<file path="src/rtl/data_path_controller.sv">
// Sequencer for the R0/R1/ACC mux/adder datapath: accepts a micro-command,
// holds the op's mux selects for cmd_count cycles, then pulses done.
module data_path_controller #(
    parameter int CNT_WIDTH = 4
) (
    input  logic                 Clk,
    input  logic                 reset,
    input  logic                 cmd_valid,
    output logic                 cmd_ready,
    input  logic [1:0]           cmd_op,
    input  logic [CNT_WIDTH-1:0] cmd_count,
    output logic                 s0,
    output logic                 s1,
    output logic                 s2,
    output logic                 s3,
    output logic                 busy,
    output logic                 done,
    output logic [CNT_WIDTH-1:0] remaining
);

    localparam logic [1:0] IDLE = 2'd0;
    localparam logic [1:0] EXEC = 2'd1;
    localparam logic [1:0] DONE = 2'd2;

    // select vectors packed as {s3, s2, s1, s0}
    localparam logic [3:0] SEL_IDLE = 4'b0011;

    logic [1:0] state, nstate;
    logic [3:0] sel;

    function automatic logic [3:0] op_sel(input logic [1:0] op);
        case (op)
            2'd0:    op_sel = 4'b0011; // ADD_R0
            2'd1:    op_sel = 4'b0111; // ADD_R1
            2'd2:    op_sel = 4'b1010; // LD_R0
            default: op_sel = 4'b1001; // LD_R1
        endcase
    endfunction

    always_comb begin
        nstate = state;
        case (state)
            IDLE:    if (cmd_valid) nstate = (cmd_count != '0) ? EXEC : DONE;
            EXEC:    if (remaining == CNT_WIDTH'(1)) nstate = DONE;
            DONE:    nstate = IDLE;
            default: nstate = IDLE;
        endcase
    end

    // Status outputs are registered from nstate so they line up with state.
    always_ff @(posedge Clk) begin
        if (reset) begin
            state     <= IDLE;
            sel       <= SEL_IDLE;
            remaining <= '0;
            busy      <= 1'b0;
            done      <= 1'b0;
            cmd_ready <= 1'b1;
        end else begin
            state     <= nstate;
            busy      <= (nstate != IDLE);
            done      <= (nstate == DONE);
            cmd_ready <= (nstate == IDLE);
            case (state)
                IDLE: if (cmd_valid) begin
                    remaining <= cmd_count;
                    if (cmd_count != '0) sel <= op_sel(cmd_op);
                end
                EXEC: begin
                    remaining <= remaining - CNT_WIDTH'(1);
                    if (remaining == CNT_WIDTH'(1)) sel <= SEL_IDLE;
                end
                default: ;
            endcase
        end
    end

    assign {s3, s2, s1, s0} = sel;

endmodule

</file>
<file path="config.mk">
export PLATFORM = sky130hd
export DESIGN_NAME = data_path_controller
export DESIGN_NICKNAME = d
export VERILOG_FILES = /design/src/rtl/data_path_controller.sv
export SDC_FILE = /design/constraint.sdc
export NUM_CORES = 1
export LEC_CHECK = 0
export ABC_CLOCK_PERIOD_IN_PS = 1650
export BUFFER_PORTS_ARGS = -buffer_cell sky130_fd_sc_hd__buf_2
export CORE_MARGIN = 10
export CORE_UTILIZATION = 48
export CTS_CLUSTER_SIZE = 8
export DETAILED_ROUTE_END_ITERATION = 10
export HOLD_SLACK_MARGIN = 0.12
export PLACE_DENSITY = 0.75
export SYNTH_ARGS = -nofsm -noshare
export SYNTH_HDL_FRONTEND = slang
export SYNTH_SLANG_ARGS = --single-unit
</file>
<file path="constraint.sdc">
create_clock -name Clk -period 1.65 [get_ports Clk]
set_input_delay 0.33 -clock Clk [delete_from_list [all_inputs] [get_ports Clk]]
set_output_delay 0.33 -clock Clk [all_outputs]
set_load 0.05 [all_outputs]
</file>
==> metrics <==
Area Growth Syn to Fin=22.07%; Tmin final=1.461 ns; I/O Buffers=19; Final Hold Viols=0; R2R Setup Slk=about 0.19 ns; Post-CTS Hold Buffers=0; post-synth top area share=between 30% and 40%; crit-path max FO=4; Die ar.=approximately 3200 um^2; Worst Skew=0.004801 ns; Layout Utilization=about three fifths; Synth Area per Inst=between 9 and 10 um^2; DR DRC count=0; drt first pass iters=4; Synth Warn #=0; Reg2Reg Depth=5; Synth Instances=71; clock-pin slew on the worst setup and hold paths=~0.08 ns; vias in the first global route=roughly 610; Placement Cell Area=769.5 um^2; Leakage Power=0.3563 nW; clock tree buffer depth=2; top-count cell post-synth=dfxtp_1; initial core utilization=50.73%; pin count of the biggest net entering global routing=12; Hold Path Cell Cnt=3; run status=completed; Rows=13; leading area contributor after synthesis=dfxtp_1; hold endpoint=sel[3]; htree depth=1; CP Class=register to register; synthesized flop and latch total=13; layout cells sized above 1=30.11%; CORE AREA=about 1300 um^2; ys flop type=dfxtp_1; Max Cap Viol=0; Crit. End Element=register; FFs w/ async S/R, synth=0%; DIE HEIGHT=around 57 um; Max-slew headroom=a little under three quarters; Final Cycle Share=~89%; routed wire length=roughly 1.5 mm; hold crit path type=input port to register; Multi-input gate area=between 300 and 400 um^2; sequential-to-total area share from yosys stat=between 30 and 40%; Power Density=about 1000 nW/um^2; maximum clock rate=between 600 and 700 MHz; Vias=between 500 and 600; fillcell total=119; unrepaired setup endpoints after global routing=no; global-route wire length before repair=roughly 2.6 mm; Fin Setup TNS=0 ns; GRT Total Usage=9.803%; vias per cell=5.491; antenna cells=0; Distinct cells, synth=32; largest cells by area after synthesis=dfxtp_1 (40%), mux2i_1 (6.1%), inv_1 (4.6%), ha_1 (3.8%), a21oi_1 (3.1%); TritonCTS clock tree=done; EDFF count, synth=0; Worst Max-Slew Pin Slew=about 0.42 ns; remaining antenna violation count after routing=0; CTS buffer count=3; synth cell count leaders=dfxtp_1 (13), inv_1 (8); nets@finish=~110; worst-skew pair later-pin latency=0.27 ns; Root Driver=clkbuf_4; clock sinks=13; Wirelength per Cell=between 10 and 15 um; Starting DRT DRC Count=10; Reg area=between 200 and 300 um^2; Placer Congestion=approximately 0.85; Net Count, Synth=between 80 and 90; CTS resizes=0; I/O pins=20; Setup Buffers After CTS=0; antenna violations before repair=0; hpwl dp=1.169 mm; Hold Startpoint=cmd_op[1]; Die Wd=56.85 um; fin area=slightly below 800 um^2; Worst EP arrival=~1.7 ns; Final Setup Violations=0; final max-slew violation count=0; reg2reg end=sel[0]; Post-Syn Area=about 650 um^2; peak supply drop=0.0005528 V; required time of the critical path=roughly 1.9 ns; grt ovf=0; final hold slack=approximately 0.33 ns; Critical R2R Launch=remaining[1]; Worst Setup Start Kind=register
[registers in the layout, indices dropped and copies added, names as in the netlist]
name       flops
sel            4
cmd_ready      1
remaining      4
state          2
done           1
busy           1
[where the power goes]
group	internal [mW]	switching (mW)	leakage, nW
sequential	0.341	0.0214	0.107
combinational	0.0857	0.166	0.234
clock	0.0936	0.101	0.0150
total	0.520	0.288	0.356
[routing by layer]
metal	GRT usage, %	share of wire [%]	wire (um)	vias up
met3	3.820	7.1	108	4
met4	4.027	1.5	22	0
li1	-	-	-	302
met5	0	0	0	-
met2	16.30	46	689	22
met1	10.79	46	694	265
[stage by stage]
stage | std cells | total power [mW] | setup slack (ns)
floorplan | 71 | 0.5576 | 0.03235
global placement | 104 | 0.6171 | 0.2335
global route | 108 | 0.8600 | 0.06673
detailed placement | 104 | 0.6206 | 0.1964
finish | 108 | 0.8079 | 0.1888
CTS | 108 | 0.8134 | 0.1786
[logic make-up (layout without fill, tap and decap cells)]
family	Yosys count	in the layout	synth area share (%)
buf+inv	11	33	6.526
fa+ha+maj	2	2	3.838
flops	13	13	39.92
mux	4	4	6.142
compound gates	19	19	21.88
simple gates	22	22	21.69
[critical path, stage by stage, from the launching register on]
cell and delay (ns):
dfxtp_1 0.33, inv_1 0.10, ha_1 0.14, or3b_1 0.41
o22ai_4 0.21, mux2i_1 0.21
[layout make-up]
class                           instances  share of cell area (%)
Clock buffer                            4                   3.302
Inverter                                8                   3.774
Multi-Input combinational cell         47                   43.87
Sequential cell                        13                   32.86
Tap cell                               15                   2.358
Timing Repair Buffer                   21                   13.84
[worst max-delay path by stage]
stage            startpoint      to  slack (ns)  cells after the start
4_1_cts        remaining[1]  sel[0]        0.18                      5
2_1_floorplan  remaining[1]  sel[0]        0.03                      5
6_report       remaining[1]  sel[0]        0.19                      5
5_1_grt        remaining[1]  sel[2]        0.07                      5
3_5_place_dp   remaining[1]  sel[0]        0.20                      5
3_3_place_gp   remaining[1]  sel[1]        0.23                      5
[cells in the final DEF (no fill, tap or decap), drive strengths merged]
cell type,instances
or4,1
o311a,1
ha,2
o21ai,4
o2bb2ai,1
nor4b,1
inv,8
a211oi,1
nor4,2
nor3,3
nand4b,1
dfxtp,13
mux2i,4
nand3b,1
a22oi,2
o31a,1
clkbuf,4
a21oi,4
nand2,2
a2bb2oi,2
nor2b,2
o22ai,1
and4,1
nor2,4
nand2b,1
or3b,2
o21bai,1
buf,21
o21a,1
nand3,1
(Power assumes the default switching activity.)
